===== config.mk =====
export PLATFORM = sky130hd
export DESIGN_NAME = neuron_layer_flat
export DESIGN_NICKNAME = d
export VERILOG_FILES = /design/src/rtl/neuron_layer_if.sv /design/src/rtl/neuron_layer.sv /design/src/flat_wrapper.sv
export SDC_FILE = /design/constraint.sdc
export NUM_CORES = 2
export LEC_CHECK = 0
export BUFFER_PORTS_ARGS = -buffer_cell sky130_fd_sc_hd__buf_2
export CORE_MARGIN = 2
export CORE_UTILIZATION = 63
export DETAILED_ROUTE_END_ITERATION = 6
export GPL_ROUTABILITY_DRIVEN = 0
export HOLD_SLACK_MARGIN = 0.03
export PLACE_DENSITY = 0.85
export SYNTH_ARGS = -nofsm -noshare
export SYNTH_HDL_FRONTEND = slang
export SYNTH_SLANG_ARGS = --single-unit
export TNS_END_PERCENT = 30

===== constraint.sdc =====
create_clock -name clk -period 16.4 [get_ports clk]
set_clock_uncertainty 0.2 [all_clocks]
set_input_delay 1.64 -clock clk [delete_from_list [all_inputs] [get_ports clk]]
set_output_delay 1.64 -clock clk [all_outputs]
set_load 0.01 [all_outputs]

===== src/rtl/neuron_layer_if.sv =====
// Handshake and data bundle between a layer engine and its producer/consumer.
interface neuron_layer_if #(
  parameter int N  = 10,
  parameter int M  = 4,
  parameter int DW = 8,
  parameter int BW = 16,
  parameter int OW = 8
);
  logic              start;
  logic              act_mode;
  logic [N*DW-1:0]   in_vec;
  logic [M*N*DW-1:0] w_vec;
  logic [M*BW-1:0]   bias_vec;
  logic [M*OW-1:0]   out_vec;
  logic              ready;
  logic              done;

  modport master (
    output start, act_mode, in_vec, w_vec, bias_vec,
    input  out_vec, ready, done
  );

  modport slave (
    input  start, act_mode, in_vec, w_vec, bias_vec,
    output out_vec, ready, done
  );
endinterface


===== src/rtl/neuron_layer.sv =====
// Fully-connected layer: M neurons each run one MAC per cycle over N inputs,
// then shift, optional ReLU and saturation to OW bits.
module neuron_layer #(
  parameter int N     = 10,
  parameter int M     = 4,
  parameter int DW    = 8,
  parameter int BW    = 16,
  parameter int OW    = 8,
  parameter int SHIFT = 0,
  parameter int ACC_W = 2*DW + $clog2(N) + 1
) (
  input  logic          clk,
  input  logic          rst,
  neuron_layer_if.slave bus
);
  localparam int KW = $clog2(N);
  localparam logic signed [ACC_W-1:0] P_MAX = {{(ACC_W-OW+1){1'b0}}, {(OW-1){1'b1}}};
  localparam logic signed [ACC_W-1:0] P_MIN = ~P_MAX;

  typedef enum logic [1:0] {S_IDLE, S_MAC, S_ACT} state_t;

  state_t                  r_state;
  logic [KW-1:0]           r_k;
  logic                    r_mode;
  logic signed [DW-1:0]    r_x [N];
  logic signed [DW-1:0]    r_w [M][N];
  logic signed [ACC_W-1:0] r_acc [M];
  logic [M*OW-1:0]         r_out;
  logic                    r_ready;
  logic                    r_done;

  logic signed [2*DW-1:0]  w_prod [M];
  logic signed [ACC_W-1:0] w_s [M];
  logic [M*OW-1:0]         w_res;

  always_comb begin
    for (int unsigned j = 0; j < M; j++) begin
      w_prod[j] = r_x[r_k] * r_w[j][r_k];
    end
  end

  // Shift, ReLU and clamp are evaluated continuously but only latched on the ACT edge.
  always_comb begin
    w_res = '0;
    for (int unsigned j = 0; j < M; j++) begin
      w_s[j] = r_acc[j] >>> SHIFT;
      if (!r_mode && w_s[j][ACC_W-1]) w_s[j] = '0;
      if (w_s[j] > P_MAX)      w_s[j] = P_MAX;
      else if (w_s[j] < P_MIN) w_s[j] = P_MIN;
      w_res[j*OW +: OW] = w_s[j][OW-1:0];
    end
  end

  // Operand capture needs no reset: it is always rewritten before use.
  always_ff @(posedge clk) begin
    if (r_state == S_IDLE && bus.start) begin
      for (int unsigned k = 0; k < N; k++) begin
        r_x[k] <= bus.in_vec[k*DW +: DW];
        for (int unsigned j = 0; j < M; j++) begin
          r_w[j][k] <= bus.w_vec[(j*N+k)*DW +: DW];
        end
      end
    end
  end

  always_ff @(posedge clk) begin
    if (!rst) begin
      r_state <= S_IDLE;
      r_k     <= '0;
      r_mode  <= 1'b0;
      r_out   <= '0;
      r_ready <= 1'b1;
      r_done  <= 1'b0;
      for (int unsigned j = 0; j < M; j++) r_acc[j] <= '0;
    end else begin
      r_done <= 1'b0;
      case (r_state)
        S_IDLE: begin
          if (bus.start) begin
            r_mode  <= bus.act_mode;
            r_k     <= '0;
            r_ready <= 1'b0;
            r_state <= S_MAC;
            for (int unsigned j = 0; j < M; j++) begin
              r_acc[j] <= $signed({{(ACC_W-BW){bus.bias_vec[j*BW+BW-1]}},
                                   bus.bias_vec[j*BW +: BW]});
            end
          end
        end
        S_MAC: begin
          for (int unsigned j = 0; j < M; j++) begin
            r_acc[j] <= r_acc[j] + $signed({{(ACC_W-2*DW){w_prod[j][2*DW-1]}}, w_prod[j]});
          end
          if (r_k == KW'(N-1)) r_state <= S_ACT;
          else                 r_k     <= r_k + 1'b1;
        end
        S_ACT: begin
          r_out   <= w_res;
          r_done  <= 1'b1;
          r_ready <= 1'b1;
          r_state <= S_IDLE;
        end
        default: r_state <= S_IDLE;
      endcase
    end
  end

  assign bus.out_vec = r_out;
  assign bus.ready   = r_ready;
  assign bus.done    = r_done;
endmodule


===== src/flat_wrapper.sv =====
// flat-port wrapper written by rule: the top's interface ports become plain ports
module neuron_layer_flat 
#(
  parameter int N     = 10,
  parameter int M     = 4,
  parameter int DW    = 8,
  parameter int BW    = 16,
  parameter int OW    = 8,
  parameter int SHIFT = 0,
  parameter int ACC_W = 2*DW + $clog2(N) + 1
)
  (clk, rst, bus_start, bus_act_mode, bus_in_vec, bus_w_vec, bus_bias_vec, bus_out_vec, bus_ready, bus_done);
  neuron_layer_if #(.N(N), .M(M), .DW(DW), .BW(BW), .OW(OW)) bus_i ();
  input  logic clk;
  input  logic rst;
  input wire logic [$bits(bus_i.start)-1:0] bus_start;
  input wire logic [$bits(bus_i.act_mode)-1:0] bus_act_mode;
  input wire logic [$bits(bus_i.in_vec)-1:0] bus_in_vec;
  input wire logic [$bits(bus_i.w_vec)-1:0] bus_w_vec;
  input wire logic [$bits(bus_i.bias_vec)-1:0] bus_bias_vec;
  output wire logic [$bits(bus_i.out_vec)-1:0] bus_out_vec;
  output wire logic [$bits(bus_i.ready)-1:0] bus_ready;
  output wire logic [$bits(bus_i.done)-1:0] bus_done;
  assign bus_i.start = bus_start;
  assign bus_i.act_mode = bus_act_mode;
  assign bus_i.in_vec = bus_in_vec;
  assign bus_i.w_vec = bus_w_vec;
  assign bus_i.bias_vec = bus_bias_vec;
  assign bus_out_vec = bus_i.out_vec;
  assign bus_ready = bus_i.ready;
  assign bus_done = bus_i.done;
  neuron_layer #(.N(N), .M(M), .DW(DW), .BW(BW), .OW(OW), .SHIFT(SHIFT), .ACC_W(ACC_W)) u_core (.clk(clk), .rst(rst), .bus(bus_i));
endmodule

# Word level (Yosys, flattened, before mapping)
# Memory sizes are Yosys's and may differ from the RTL's. A register that Yosys moved wholly into a read port is not among the register bits.
# Cells that the tools add are included.
# op_classes
add_sub_neg	5
multipliers	4
magnitude_cmp	9
n_eq_ne	6
mux	53
bitwise	9
n_reduce_logical	13
# ops
cell	count
$mux 21	12
$bmux 8 s4	4
$mux 8	16
$add 21x16->21	4
$gt 21x8->1 const B	4
$lt 21x8->1 const B	4
$mul 8x8->16	4
$mux 4	4
$mux 1	12
$or 1x1->1	8
$pmux 4 s2	1
$reduce_and 2->1	3
$ge 5x5->1 const B	1
$logic_and 1x1->1	5
$not 4->5	1
$add 4x1->4 const B	1
$eq 4x4->1 const B	1
$mux 2	2
$ne 2x2->1 const B	2
$pmux 2 s2	1
$reduce_bool 2->1	2
$reduce_and 3->1	1
$eq 2x1->1 const B	1
$eq 2x2->1 const B	1
other kinds (4)	4
# totals
reg_bits	41
ram_bits	484
in_bits	468
output_inout_bits	34
elab_cells	108
memories	3
# mem_list
name	depth	word_bits	rd	rd_ports_with_merged_regs	wr	line_no	text
u_core.r_w	4	80	4	0	4	neuron_layer.sv:26	logic signed [DW-1:0] r_w [M][N];
u_core.r_acc	4	21	4	0	4	neuron_layer.sv:27	logic signed [ACC_W-1:0] r_acc [M];
u_core.r_x	10	8	1	1	10	neuron_layer.sv:25	logic signed [DW-1:0] r_x [N];

# Logic depth before layout (Yosys ltp)
# logic_depth
ltp_word	7
mapped_depth	27
depth_no_buf	22

# Worst setup path before layout
# No wires, ideal clock.
# synth_path
path_kind	input port to flip-flop
start	input bus_start
end	memory u_core.r_w[0][0] (netlist bit) (enable)
setup_time_ns	0.747
arrival_time_ns	9.479
t_required_ns	15.453
path_slack_ns	5.974
path_stages	2
path_buffers	0
cell_sequence	nand2_1 -> inv_1
# synth_rtl
element	line_no	text
start: declaration	flat_wrapper.sv:16	input wire logic [$bits(bus_i.start)-1:0] bus_start;
end: declaration	neuron_layer.sv:26	

==> results.cfg <==
[routing]
postRouteAntennaNets = 0
via_per_inst = 5.996
drt_wl_total_um = 97880
drcViolationCount = 0
vias = 24100
drtPass1Iterations = 6
wl_per_cell_um = 24.35
first_iter_violations = 2507

[synthesis]
synth_ff_type = edfxtp_1
syn-num-nets = 3728
synth-edff-count = 484
synth_seq_cells = 529
yosysWarnings = 0
synth.avg_cell_area_um2 = 13.07
postSynthCellCount = 2698
mappedNetlistArea_um2 = 35270
ys_seq_area_share_pct = 43.76
synth_cell_types = 69
async_flop_share_pct = 0

[clock_network]
tritoncts = built
cts_buffer_depth = 3
cts_made_buffers = 53
htreeDepth = 2
root_buffer = clkbuf_16
postCtsHoldBufs = 0
clock_sinks = 529
worst_skew_pair.late_latency_ps = 630
cts_resized = 0
clk_pin_slew_ps = 70
cts_setup_buffers = 0

[worst_setup_path]
reg2reg_to = u_core.r_acc[0][18]$_DFFE_PP_
cp.arrival_ps = 8780
endpoint_kind = flop
rr_startpoint = u_core.r_k[0]$_SDFFE_PN0P_
critPathMaxFanout = 36
crit_chain = buf_4 > buf_4 > mux4_2 > mux2i_1 > o22ai_1 > and2_1 > fa_1 > inv_1 > fa_1 > inv_1 > fa_1 > fa_1 > ha_1 > ha_1 > a21oi_1 > nand2_1 > nor4b_1 > o31ai_1 > a41oi_1 > xor2_1 > o21ai_0
cp_common_cell = fa_1
criticalPathCategory = flop to flop
critical_path.max_stage_delay_ps = 760
crit_start = u_core.r_k[0]$_SDFFE_PN0P_
reg2reg_slack_ps = 7770
crit_path_top_delay_cell = o22ai_1
cp-start-kind = flop
cp.required_ps = 16560
r2r_cells = 21

[grt]
grt_use_total_pct = 34.22
grt_pass1_wl_um = 145600
grt_max_degree = 170
grt_pass1_vias = 25050
antenna_found_initial = 37
overflow = 0

[hold_path]
min_path_cells = 2
hold_path_startpoint = u_core.bus.out_vec[7]$_SDFFE_PN0P_
min_to = u_core.bus.out_vec[7]$_SDFFE_PN0P_
hp-class = flop to flop

[sta]
min_period_over_period_pct = 52.61
worst_pin_slew_ps = 1364
hold_violations = 0
relSlewSlack_pct = 9.048
rsz0062_at_grt = no
timing.final.crit_period_ps = 8627
setup_viol = 0
finalSetupTns_ps = 0
max_freq_mhz = 115.9
finalMaxSlewViolations = 0
holdWs_ps = 255.9

[flow_run]
cap_violations = 0

[floorplanning]
dieArea_um2 = 57890
io_pins = 502
row_count = 86
core-area_um2 = 55200
die_w_um = 240.6
start_util_pct = 63.89
die_h_um = 240.6

[final_layout]
drive_above_1_share_pct = 22.44
final_common_cell = buf_2
mostFrequentLayoutCells = buf_2, edfxtp_1, inv_1
instances_no_fill = 4019
syn2layout_area_growth_pct = 14.19
nets = 4220
fillers = 3457
final_util_pct = 72.95

[place]
dp_cells = 3883
portBuffers = 501
place_hpwl_um = 75020

[run_status]
status = completed
[cell type report]
| type | instances | area (um2) | area share (%) |
|---|---|---|---|
| clock buffers | 65 | 1371 | 3.405 |
| flip-flops and latches | 529 | 15440 | 38.35 |
| repair buffers | 527 | 2715 | 6.742 |
| diodes | 36 | 90.09 | 0.2237 |
| multi-input cells | 1663 | 17800 | 44.19 |
| inverters | 416 | 1569 | 3.896 |
| clock inverters | 35 | 349.1 | 0.8668 |
| well taps | 748 | 935.9 | 2.324 |
[critical path: cells and delay by family, from the launching register on]
kind | cells | cell delay, ps
flip-flops | 1 | 750
adder cells (fa/ha/maj) | 6 | 2530
multiplexers | 2 | 420
AND/OR/NAND/NOR | 3 | 1210
XOR/XNOR | 1 | 170
buffers and inverters | 4 | 1520
AO/OA/AOI/OAI | 5 | 1480
[synth_stat cells, types with 4 or more instances]
| cell | count | area [um2] |
|---|---|---|
| and3_1 | 6 | 37.54 |
| buf_1 | 4 | 15.01 |
| a21oi_1 | 68 | 340.3 |
| inv_2 | 4 | 15.01 |
| o22ai_1 | 10 | 62.56 |
| or2_2 | 12 | 75.07 |
| o21bai_1 | 7 | 52.55 |
| a211oi_1 | 9 | 67.56 |
| xor2_1 | 24 | 210.2 |
| inv_1 | 411 | 1543 |
| o41ai_1 | 5 | 43.79 |
| ha_1 | 194 | 2427 |
| nand3_1 | 15 | 75.07 |
| mux4_1 | 7 | 183.9 |
| nor4_1 | 13 | 81.33 |
| mux2i_1 | 76 | 760.7 |
| o31ai_1 | 13 | 97.59 |
| and2_4 | 4 | 35.03 |
| nand4_1 | 18 | 112.6 |
| o211ai_1 | 7 | 52.55 |
| xnor2_1 | 54 | 473.0 |
| a41oi_1 | 5 | 43.79 |
| nor3_1 | 13 | 65.06 |
| clkbuf_1 | 37 | 138.9 |
| o21ai_0 | 103 | 515.5 |
| a22o_1 | 23 | 201.4 |
| o22a_1 | 24 | 210.2 |
| nor2_2 | 6 | 37.54 |
| fa_1 | 368 | 7367 |
| o21a_1 | 21 | 157.7 |
| o21ai_1 | 10 | 50.05 |
| buf_6 | 6 | 67.56 |
| edfxtp_1 | 484 | 14530 |
| mux4_2 | 73 | 1644 |
| a21o_1 | 25 | 187.7 |
| nor2b_1 | 10 | 62.56 |
| nand2b_1 | 41 | 256.5 |
| dfxtp_1 | 45 | 900.9 |
| buf_4 | 11 | 82.58 |
| buf_2 | 30 | 150.1 |
| mux2_2 | 6 | 67.56 |
| and2_1 | 5 | 31.28 |
| nand2_1 | 163 | 611.8 |
| nor2_1 | 188 | 705.7 |
[cell families after synthesis]
logic type                 count (synthesis)  share of synthesized area [%]
DFF                                      529                          43.76
xor gates and xnor gates                  78                          1.937
buffers and inverters                    506                          5.829
muxes                                    165                          7.660
AOI/OAI and AO/OA                        353                          6.606
adders and majority gates                562                          27.77
and+or+nand+nor                          505                          6.432
[state kept, by name, summed over array words and instances, names as in the netlist, named ones only]
signal	cells
u_core.r_x	80
u_core.r_w	320
u_core.r_acc	84
u_core.r_state	2
u_core.r_mode	1
u_core.bus.out_vec	32
u_core.bus.done	1
u_core.r_k	4
u_core.bus.ready	1
[worst max-delay path by stage]
stage	end	slack, ps	cells past startpoint
global route	u_core.r_acc[0][17]$_DFFE_PP_	7300	19
detailed placement	u_core.r_acc[0][20]$_DFFE_PP_	7820	21
CTS	u_core.r_acc[0][20]$_DFFE_PP_	7810	21
floorplan	u_core.r_w[0][0]$_DFFE_PP_	5970	2
finish	u_core.r_acc[0][18]$_DFFE_PP_	7770	21
global placement	u_core.r_acc[2][17]$_DFFE_PP_	8120	20
[metal layers]
metal / global-route usage [%] / routed length [um] / share of wire (%) / up-vias
met5: 0 / 53 / 0.054 / -
met4: 14.68 / 4381 / 4.5 / 10
met3: 8.361 / 10270 / 10 / 253
met2: 56.59 / 48110 / 49 / 1478
met1: 43.50 / 35070 / 36 / 12050
li1: - / - / - / 10310
[stage by stage]
| stage | setup slack [ps] | instance area (um2) |
|---|---|---|
| 3_3_place_gp | 8115 | 38460 |
| 6_report | 7773 | 40270 |
| 3_5_place_dp | 7824 | 38460 |
| 4_1_cts | 7815 | 40180 |
| 5_1_grt | 7299 | 40250 |
| 2_1_floorplan | 5974 | 35270 |
Power is left out: the tool's default activity adds up to more than one toggle a clock period on the data nets, which glitch-free logic cannot reach.
